==> src/rtl/lc3_pkg.sv <==
// Shared definitions for the LC-3 fetch/address generator: opcodes,
// controller states and condition-code bit positions.
package lc3_pkg;

  // LC-3 opcode encodings used by the fetch generator
  localparam logic [3:0] OP_BR   = 4'h0;
  localparam logic [3:0] OP_LD   = 4'h2;
  localparam logic [3:0] OP_ST   = 4'h3;
  localparam logic [3:0] OP_JSR  = 4'h4;
  localparam logic [3:0] OP_LDR  = 4'h6;
  localparam logic [3:0] OP_STR  = 4'h7;
  localparam logic [3:0] OP_LDI  = 4'hA;
  localparam logic [3:0] OP_STI  = 4'hB;
  localparam logic [3:0] OP_JMP  = 4'hC;
  localparam logic [3:0] OP_TRAP = 4'hF;

  // Condition-code bit positions within a 3-bit NZP field
  localparam int NZP_N = 2;
  localparam int NZP_Z = 1;
  localparam int NZP_P = 0;

  // Controller states
  typedef enum logic [2:0] {
    S_IDLE     = 3'd0,
    S_EXEC     = 3'd1,
    S_IND_WAIT = 3'd2,
    S_IND_USE  = 3'd3,
    S_DONE     = 3'd4
  } fetch_state_e;

  // True when any requested condition bit matches the current codes
  function automatic logic br_taken(input logic [2:0] br_nzp, input logic [2:0] cc);
    return (br_nzp[NZP_N] & cc[NZP_N]) |
           (br_nzp[NZP_Z] & cc[NZP_Z]) |
           (br_nzp[NZP_P] & cc[NZP_P]);
  endfunction

endpackage

==> src/rtl/lc3_sext.sv <==
// Parametrised sign/zero extender for instruction offset fields.
module lc3_sext #(
  parameter int IN_W  = 9,
  parameter int OUT_W = 16,
  parameter bit ZEXT  = 1'b0
) (
  input  logic [IN_W-1:0]  in_i,
  output logic [OUT_W-1:0] out_o
);

  logic fill;
  assign fill = ZEXT ? 1'b0 : in_i[IN_W-1];

  // Widen with the fill bit; equal widths pass straight through
  generate
    if (OUT_W > IN_W) begin : g_ext
      assign out_o = {{(OUT_W-IN_W){fill}}, in_i};
    end else begin : g_pass
      assign out_o = in_i[OUT_W-1:0];
    end
  endgenerate

endmodule

==> src/rtl/fetch_gen.sv <==
// Next-PC and data-memory address generator for every LC-3 opcode class.
// One request is accepted in IDLE; the controller walks EXEC, optionally
// IND_WAIT/IND_USE for memory-indirect forms, then DONE which issues the
// instruction-fetch address and increments the PC.
module fetch_gen
  import lc3_pkg::*;
#(
  parameter int              ADDR_W   = 16,
  parameter int              DATA_W   = 16,
  parameter logic [ADDR_W-1:0] RESET_PC = '0
) (
  input  logic              clk,
  input  logic              rst_n,
  input  logic              fetch_start,
  input  logic [3:0]        opCode_in,
  input  logic [10:0]       offset_in,
  input  logic [ADDR_W-1:0] reg_in,
  input  logic [2:0]        br_nzp,
  input  logic [2:0]        result_nzp,
  input  logic [DATA_W-1:0] mem_rdata,
  output logic [ADDR_W-1:0] addr_out,
  output logic              wea_out,
  output logic [ADDR_W-1:0] pc,
  output logic [ADDR_W-1:0] r7_out,
  output logic              r7_we,
  output logic              busy,
  output logic              fetch_done
);

  fetch_state_e      state_q;
  logic [3:0]        op_q;
  logic [10:0]       off_q;
  logic [ADDR_W-1:0] base_q;
  logic [2:0]        br_nzp_q;
  logic [2:0]        cc_q;

  logic [ADDR_W-1:0] addr_q, pc_q, r7_q;
  logic              wea_q, r7_we_q, busy_q, done_q;

  logic [ADDR_W-1:0] ext9, ext6, ext10, zext8;
  logic [ADDR_W-1:0] ea_pc, ea_base, jsr_tgt, ind_ptr;

  // Offset forms, all taken from the latched instruction bits
  lc3_sext #(.IN_W(9),  .OUT_W(ADDR_W), .ZEXT(1'b0)) u_sext9  (.in_i(off_q[8:0]), .out_o(ext9));
  lc3_sext #(.IN_W(6),  .OUT_W(ADDR_W), .ZEXT(1'b0)) u_sext6  (.in_i(off_q[5:0]), .out_o(ext6));
  lc3_sext #(.IN_W(10), .OUT_W(ADDR_W), .ZEXT(1'b0)) u_sext10 (.in_i(off_q[9:0]), .out_o(ext10));
  lc3_sext #(.IN_W(8),  .OUT_W(ADDR_W), .ZEXT(1'b1)) u_zext8  (.in_i(off_q[7:0]), .out_o(zext8));

  // Address arithmetic wraps modulo 2^ADDR_W
  assign ea_pc   = pc_q + ext9;
  assign ea_base = base_q + ext6;
  // off[10] selects PC-relative JSR; otherwise JSRR through the base register
  assign jsr_tgt = off_q[10] ? (pc_q + ext10) : base_q;
  // Only the low ADDR_W bits of a memory word form a pointer
  assign ind_ptr = mem_rdata[ADDR_W-1:0];

  generate
    if (DATA_W > ADDR_W) begin : g_hi
      logic unused_hi;
      assign unused_hi = ^mem_rdata[DATA_W-1:ADDR_W];
    end
  endgenerate

  // Controller: state sequencing, input capture and registered outputs
  always_ff @(posedge clk or negedge rst_n) begin
    if (!rst_n) begin
      state_q  <= S_IDLE;
      op_q     <= '0;
      off_q    <= '0;
      base_q   <= '0;
      br_nzp_q <= '0;
      cc_q     <= '0;
      addr_q   <= '0;
      pc_q     <= RESET_PC;
      r7_q     <= '0;
      wea_q    <= 1'b0;
      r7_we_q  <= 1'b0;
      busy_q   <= 1'b0;
      done_q   <= 1'b0;
    end else begin
      // Strobes are single-cycle unless re-asserted below
      wea_q   <= 1'b0;
      r7_we_q <= 1'b0;
      done_q  <= 1'b0;
      case (state_q)
        S_IDLE: begin
          if (fetch_start) begin
            op_q     <= opCode_in;
            off_q    <= offset_in;
            base_q   <= reg_in;
            br_nzp_q <= br_nzp;
            cc_q     <= result_nzp;
            busy_q   <= 1'b1;
            state_q  <= S_EXEC;
          end
        end
        S_EXEC: begin
          state_q <= S_DONE;
          case (op_q)
            OP_LD, OP_ST: begin
              addr_q <= ea_pc;
              wea_q  <= (op_q == OP_ST);
            end
            OP_LDR, OP_STR: begin
              addr_q <= ea_base;
              wea_q  <= (op_q == OP_STR);
            end
            OP_LDI, OP_STI: begin
              // First access reads the pointer, never writes
              addr_q  <= ea_pc;
              state_q <= S_IND_WAIT;
            end
            OP_TRAP: begin
              addr_q  <= zext8;
              r7_q    <= pc_q;
              r7_we_q <= 1'b1;
              state_q <= S_IND_WAIT;
            end
            OP_BR: begin
              if (br_taken(br_nzp_q, cc_q)) pc_q <= ea_pc;
            end
            OP_JMP: begin
              pc_q <= base_q;
            end
            OP_JSR: begin
              // Link captures the old PC even when JSRR targets the same value
              r7_q    <= pc_q;
              r7_we_q <= 1'b1;
              pc_q    <= jsr_tgt;
            end
            default: ;
          endcase
        end
        S_IND_WAIT: begin
          // Memory returns the pointer word during the next cycle
          state_q <= S_IND_USE;
        end
        S_IND_USE: begin
          if (op_q == OP_TRAP) begin
            pc_q <= ind_ptr;
          end else begin
            addr_q <= ind_ptr;
            wea_q  <= (op_q == OP_STI);
          end
          state_q <= S_DONE;
        end
        S_DONE: begin
          addr_q  <= pc_q;
          pc_q    <= pc_q + ADDR_W'(1);
          done_q  <= 1'b1;
          busy_q  <= 1'b0;
          state_q <= S_IDLE;
        end
        default: begin
          busy_q  <= 1'b0;
          state_q <= S_IDLE;
        end
      endcase
    end
  end

  assign addr_out   = addr_q;
  assign wea_out    = wea_q;
  assign pc         = pc_q;
  assign r7_out     = r7_q;
  assign r7_we      = r7_we_q;
  assign busy       = busy_q;
  assign fetch_done = done_q;

endmodule

==> config.mk <==
export PLATFORM = sky130hd
export DESIGN_NAME = fetch_gen
export DESIGN_NICKNAME = d
export VERILOG_FILES = /design/src/rtl/lc3_pkg.sv /design/src/rtl/lc3_sext.sv /design/src/rtl/fetch_gen.sv
export SDC_FILE = /design/constraint.sdc
export NUM_CORES = 1
export LEC_CHECK = 0
export ABC_CLOCK_PERIOD_IN_PS = 2400
export CAP_MARGIN = 20
export CORE_MARGIN = 2
export CORE_UTILIZATION = 49
export CTS_CLUSTER_SIZE = 16
export DETAILED_ROUTE_END_ITERATION = 8
export PLACE_DENSITY = 0.78
export SYNTH_ARGS = -nofsm -noshare
export SYNTH_HDL_FRONTEND = slang
export SYNTH_SLANG_ARGS = --single-unit
==> constraint.sdc <==
create_clock -name clk -period 2.4 [get_ports clk]
set_input_delay 0.6 -clock clk [delete_from_list [all_inputs] [get_ports clk]]
set_output_delay 0.6 -clock clk [all_outputs]
set_load 0.02 [all_outputs]
==> results of run 1 <==
worst max-delay path, cell delays in order, from the launching register on:
cell and delay, ns:
dfrtp_2 0.44, ha_4 0.17, inv_2 0.05, fa_2 0.21, nor2b_2 0.05, o31a_1 0.32
o21ai_4 0.21, nand2_2 0.08, a31oi_1 0.17, xnor2_1 0.13, a222oi_1 0.50, a31oi_1 0.18
sequential cells by signal, indices dropped and copies added (netlist names):
signal	count
fetch_done	1
pc	16
r7_we	1
base_q	16
wea_out	1
state_q	3
cc_q	3
off_q	11
busy	1
op_q	4
addr_out	16
r7_out	16
br_nzp_q	3
what timing repair did:
| action | in CTS | in global routing |
|---|---|---|
| setup buffers | 5 | 10 |
| hold buffers | 0 | 0 |
| setup endpoints to repair | 18 | 22 |
| gates resized for setup | 32 | 46 |
| pin swaps | 29 | 33 |
area by class of cell:
class,count,area share (%)
repair buffers,238,23.1
flip-flops and latches,92,25.1
multi-input cells,548,45.4
well taps,172,2.34
clock buffers,11,2.64
inverters,18,0.733
clock inverters,5,0.652
per-layer routing:
layer	global-route usage, %	vias to the layer above	routed length, um	share of wire [%]
li1	-	3016	-	-
met5	0	-	0	0
met1	48.0	3228	10000	44
met2	51.9	352	10300	45
met4	11.8	0	551	2.4
met3	5.10	47	1800	7.9
through the flow:
stage / area [um^2] / utilization (%) / setup WS [ns]
2_1_floorplan: 6350 / - / -0.0133
3_3_place_gp: 8450 / 67.2 / -0.349
3_5_place_dp: 8450 / 67.2 / -0.335
4_1_cts: 8900 / 70.8 / -0.207
5_1_grt: 9210 / 73.3 / -0.408
6_report: 9210 / 73.3 / -0.279
final timing paths:
path	endpoint	from	depth (start not counted)	slack [ns]
setup / recovery	addr_out[8]$_DFFE_PN0P_	off_q[0]$_DFFE_PN0P_	11	-0.28
min in group clk	r7_out[4]$_DFFE_PN0P_	r7_out[4]$_DFFE_PN0P_	2	0.49
setup reg to reg	addr_out[8]$_DFFE_PN0P_	off_q[0]$_DFFE_PN0P_	11	-0.28
hold reg to reg	r7_out[4]$_DFFE_PN0P_	r7_out[4]$_DFFE_PN0P_	2	0.49
max in group asynchronous	pc[7]$_DFFE_PN0P_	rst_n	2	1.71
hold / removal	base_q[0]$_DFFE_PN0P_	rst_n	2	0.29
cells in the mapped netlist (3+ instances only):
cell type	instances
o21ai_0	39
o21bai_1	4
a21oi_1	53
nor2b_1	12
o21ai_1	3
o31a_1	3
or2_2	4
xnor2_1	24
ha_1	37
o211ai_1	6
buf_2	3
nand4_1	5
mux2i_1	7
o21a_1	6
nand2b_1	8
a311oi_1	5
o31ai_1	3
clkbuf_1	24
mux2_2	49
a21o_1	9
nand3_1	17
buf_1	3
dfrtp_1	92
o221ai_1	5
inv_1	17
nand2_1	70
nor2_1	64
a31oi_1	23
nor3_1	9
a22oi_1	7
o22ai_1	6
and3_1	3
a211oi_1	7
xor2_1	7
a222oi_1	8
and2_1	3
a221oi_1	8
cells by family (layout without fill, tap and decap cells):
group,count (synthesis),count (layout),synth area share (%)
AOI/OAI and AO/OA,217,217,23.3
adders and majority gates,39,39,8.01
buffers and inverters,49,272,3.05
DFF,92,92,36.7
muxes,56,56,9.90
and+or+nand+nor,205,205,14.7
xor gates and xnor gates,31,31,4.32
==> run metrics, run 1 <==
yosys warns=0; RSZ-0062 raised after global routing=yes; H-tree Lvls=3; Avg Inst Size Synth=9.11 um^2; Worst-Skew Late Latency=0.36 ns; Port Buf Inserts=107; distinct cell type count after synthesis=62; fmax=373 MHz; non-filler cells, final=1084; drt pass-1 iters=6; core area=12600 um^2; top-area cell type share of the netlist area=36.7%; Final Critical Period=2.68 ns; via count=6643; mapped cell area=6280 um^2; GRT overflow=0; Clock Tree Root=clkbuf_16; die area=13700 um^2; Final Hold Fails=0; pin count of the biggest net entering global routing=93; Req. time, crit path=2.62 ns; antenna violations before repair=0; Chip Width=117 um; crit path capture type=flop; setup_tns=-2.67 ns; chip height=117 um; row count=41; most common library cell in the layout ignoring fill and taps=buf_4; GP Congestion=0.977; post-DR vias/cell=6.13; # diodes=0; effective utilization at floorplan=50.0%; Max clock buf depth=2; hold slack=0.293 ns; Worst Setup Start Kind=flop; vias in the first global route=6381; Syn-to-layout area delta=46.7%; kind of critical path=flop to flop; Global Route Usage Sum=33.6%; # Max-Cap Violations=0; post-synth top area cell=dfrtp_1; Post-Syn Instances=689; nets@finish=1002; Detailed Place HPWL=17.0 mm; layout cells sized above 1=30.0%; Synth Net Count=784; status=complete, but fails checks; wire per inst=20.9 um; synthesis-stage register bit count=92; final wirelength=22.7 mm; largest cells by area after synthesis=dfrtp_1, mux2_2, ha_1, a21oi_1, nand2_1; Worst Tran Pin Value=0.581 ns; Slew HR=61.3%; dpl cells=1053; area of the multi-input gates=4190 um^2; failing checks=setup timing; async set-reset flop share out of synthesis=100%; number of CTS-inserted buffers=9; hold crit path type=input pin to async pin; Clock transition at path regs=0.06 ns; Post-synth EDFFs=0; Routed Antenna Nets=0; Synth Flop Type=dfrtp_1; global-route wire length before repair=34.4 mm; commonest cells after routing, fill and taps aside=buf_4, clkdlybuf4s50_1, dfrtp_1; post-synthesis sequential area ratio=36.7%; final setup fails=20; fin crit share=112%; clock skew=0.00881 ns; worst setup margin=-0.279 ns; detailed router's first-iteration violation count=608; CP Data Arrival Time=2.89 ns; TritonCTS clock tree=done; Boundary Pins=108; residual DRC count=0; fillers=921; CP max FO=4; Sink Count=92; Max Slew Vio Count=0; Reg area=2310 um^2
Power of run 1 is left out: the tool's default activity adds up to more than one toggle a clock period on the data nets, which glitch-free logic cannot reach.
==> inputs of run 2 (changes only) <==
- CORE_UTILIZATION: 49 -> 55
- DONT_BUFFER_PORTS: default -> 1
- GPL_TIMING_DRIVEN: default -> 0
- PLACE_DENSITY: 0.78 -> 0.73
==> run metrics, run 2 (synthesized netlist as in run 1, its figures left out) <==
status=complete, but fails checks (unchanged); failing checks=hold timing, setup timing (was setup timing); slowest stage cell, crit path=a222oi_1 (unchanged); fin crit share=125% (was 112%); Slew HR=43.4% (was 61.3%); Chip Width=111 um (was 117 um); CP Data Arrival Time=3.19 ns (was 2.89 ns); post-DR vias/cell=6.68 (was 6.13); number of CTS-inserted buffers=9 (unchanged); non-filler cells, final=878 (was 1084); vias in the first global route=5674 (was 6381); global-route wire length before repair=31.8 mm (was 34.4 mm); pre-CTS setup slack=-0.621 ns (was -0.335 ns); pin count of the biggest net entering global routing=93 (unchanged); row count=39 (was 41); most common library cell in the layout ignoring fill and taps=dfrtp_1 (was buf_4); Detailed Place HPWL=15.0 mm (was 17.0 mm); RSZ-0062 raised after global routing=yes (unchanged); Final Critical Period=3.00 ns (was 2.68 ns); TritonCTS clock tree=done (unchanged); clock skew=0.00990 ns (was 0.00881 ns); nets@finish=825 (was 1002); Max clock buf depth=2 (unchanged); Global Route Usage Sum=33.4% (was 33.6%); Worst Setup Start Kind=flop (unchanged); residual DRC count=0 (unchanged); chip height=111 um (was 117 um); final wirelength=20.9 mm (was 22.7 mm); hold crit path type=input pin to async pin (unchanged); antenna violations before repair=0 (unchanged); Sink Count=92 (unchanged); H-tree Lvls=3 (unchanged); commonest cells after routing, fill and taps aside=dfrtp_1, nand2_1, nor2_1 (was buf_4, clkdlybuf4s50_1, dfrtp_1); Clock transition at path regs=0.07 ns (was 0.06 ns); Final Hold Fails=92 (was 0); setup_tns=-7.52 ns (was -2.67 ns); core area=11300 um^2 (was 12600 um^2); effective utilization at floorplan=55.7% (was 50.0%); drt pass-1 iters=5 (was 6); Port Buf Inserts=0 (was 107); number of buffer and inverter stages on the critical path=1 (unchanged); wire per inst=23.8 um (was 20.9 um); GRT overflow=0 (unchanged); # Max-Cap Violations=0 (unchanged); die area=12300 um^2 (was 13700 um^2); GP Congestion=0.986 (was 0.977); worst setup margin=-0.602 ns (was -0.279 ns); Max Slew Vio Count=0 (unchanged); CP Cell Sequence=ha_4, inv_2, fa_2, nor2b_2, o31a_1, o21ai_4, a31oi_4, o21ai_2, xnor2_1, a222oi_1, a31oi_1 (was ha_4, inv_2, fa_2, nor2b_2, o31a_1, o21ai_4, nand2_2, a31oi_1, xnor2_1, a222oi_1, a31oi_1); fmax=333 MHz (was 373 MHz); Routed Antenna Nets=0 (unchanged); CP max FO=6 (was 4); final setup fails=23 (was 20); Worst-Skew Late Latency=0.36 ns (about the same); Syn-to-layout area delta=21.8% (was 46.7%); fillers=922 (was 921); final core utilization=67.9% (was 73.3%); detailed router's first-iteration violation count=547 (was 608); kind of critical path=flop to flop (unchanged); crit path capture type=flop (unchanged); Req. time, crit path=2.59 ns (was 2.62 ns); Worst Tran Pin Value=0.847 ns (was 0.581 ns); Boundary Pins=108 (unchanged); crit-path max cell delay=0.59 ns (was 0.50 ns); layout cells sized above 1=29.3% (was 30.0%); dpl cells=832 (was 1053); via count=5866 (was 6643); delay-heaviest family, CP=compound AO/OA/AOI/OAI gates (unchanged); # diodes=0 (unchanged); Clock Tree Root=clkbuf_16 (unchanged); hold slack=-0.0750 ns (was 0.293 ns)
-- run 2: changes by cell type in the layout (fill, tap and decap cells not counted), sizes merged --
cell           previous run  this run
buf                     132        36
clkbuf                   11        35
clkdlybuf4s50           106         0
inv                      18        19
-- run 2: worst reg2reg max path, delay by kind of cell (launching register included) --
kind,cells,cell delay [ns]
XOR/XNOR,1,0.15
buffers and inverters,1,0.04
flip-flops,1,0.52
AO/OA/AOI/OAI,6,1.37
AND/OR/NAND/NOR,1,0.15
adder cells (fa/ha/maj),2,0.60
-- run 2: per-layer routing --
layer,track usage (%),routed length (um)
met4,12.2,675
met2,51.2,9580
met1,47.1,8690
met5,0,0
met3,7.05,1940
-- run 2: final timing paths --
| path | start | to | slack [ns] | depth (start not counted) |
|---|---|---|---|---|
| min in group clk | reg_in[1] | base_q[1]$_DFFE_PN0P_ | 0.36 | 2 |
| setup reg to reg | pc[0]$_DFFE_PN0P_ | addr_out[12]$_DFFE_PN0P_ | -0.60 | 11 |
| max in group asynchronous | rst_n | off_q[8]$_DFFE_PN0P_ | 2.31 | 0 |
| hold / removal | rst_n | addr_out[7]$_DFFE_PN0P_ | -0.08 | 0 |
| hold reg to reg | cc_q[1]$_DFFE_PN0P_ | cc_q[1]$_DFFE_PN0P_ | 0.52 | 1 |
| setup / recovery | pc[0]$_DFFE_PN0P_ | addr_out[12]$_DFFE_PN0P_ | -0.60 | 11 |
-- run 2: layout make-up --
class | count | area [um^2] | area share, %
sequential | 92 | 2320 | 30.3
buffer | 29 | 125 | 1.64
tap | 143 | 179 | 2.34
multi-input combinational | 548 | 4380 | 57.3
timing repair buffer | 32 | 264 | 3.45
clock inverter | 6 | 68.8 | 0.900
clock buffer | 10 | 239 | 3.12
inverter | 18 | 70.1 | 0.916
-- run 2: stage by stage --
| step | hold slack (ns) | area [um^2] |
|---|---|---|
| 6_report | -0.0750 | 7650 |
| 5_1_grt | -0.0805 | 7650 |
| 4_1_cts | -0.0771 | 7270 |
| 3_5_place_dp | 0.307 | 6530 |
| 3_3_place_gp | 0.307 | 6530 |
| 2_1_floorplan | 0.304 | 6350 |
-- run 2: what timing repair did --
action	in CTS	in global routing
buffers inserted	23	12
pin swaps	47	56
resized for setup	69	69
hold endpoints to repair	92	92
endpoints found under the setup margin	29	37
Power of run 2 is left out for the same reason.
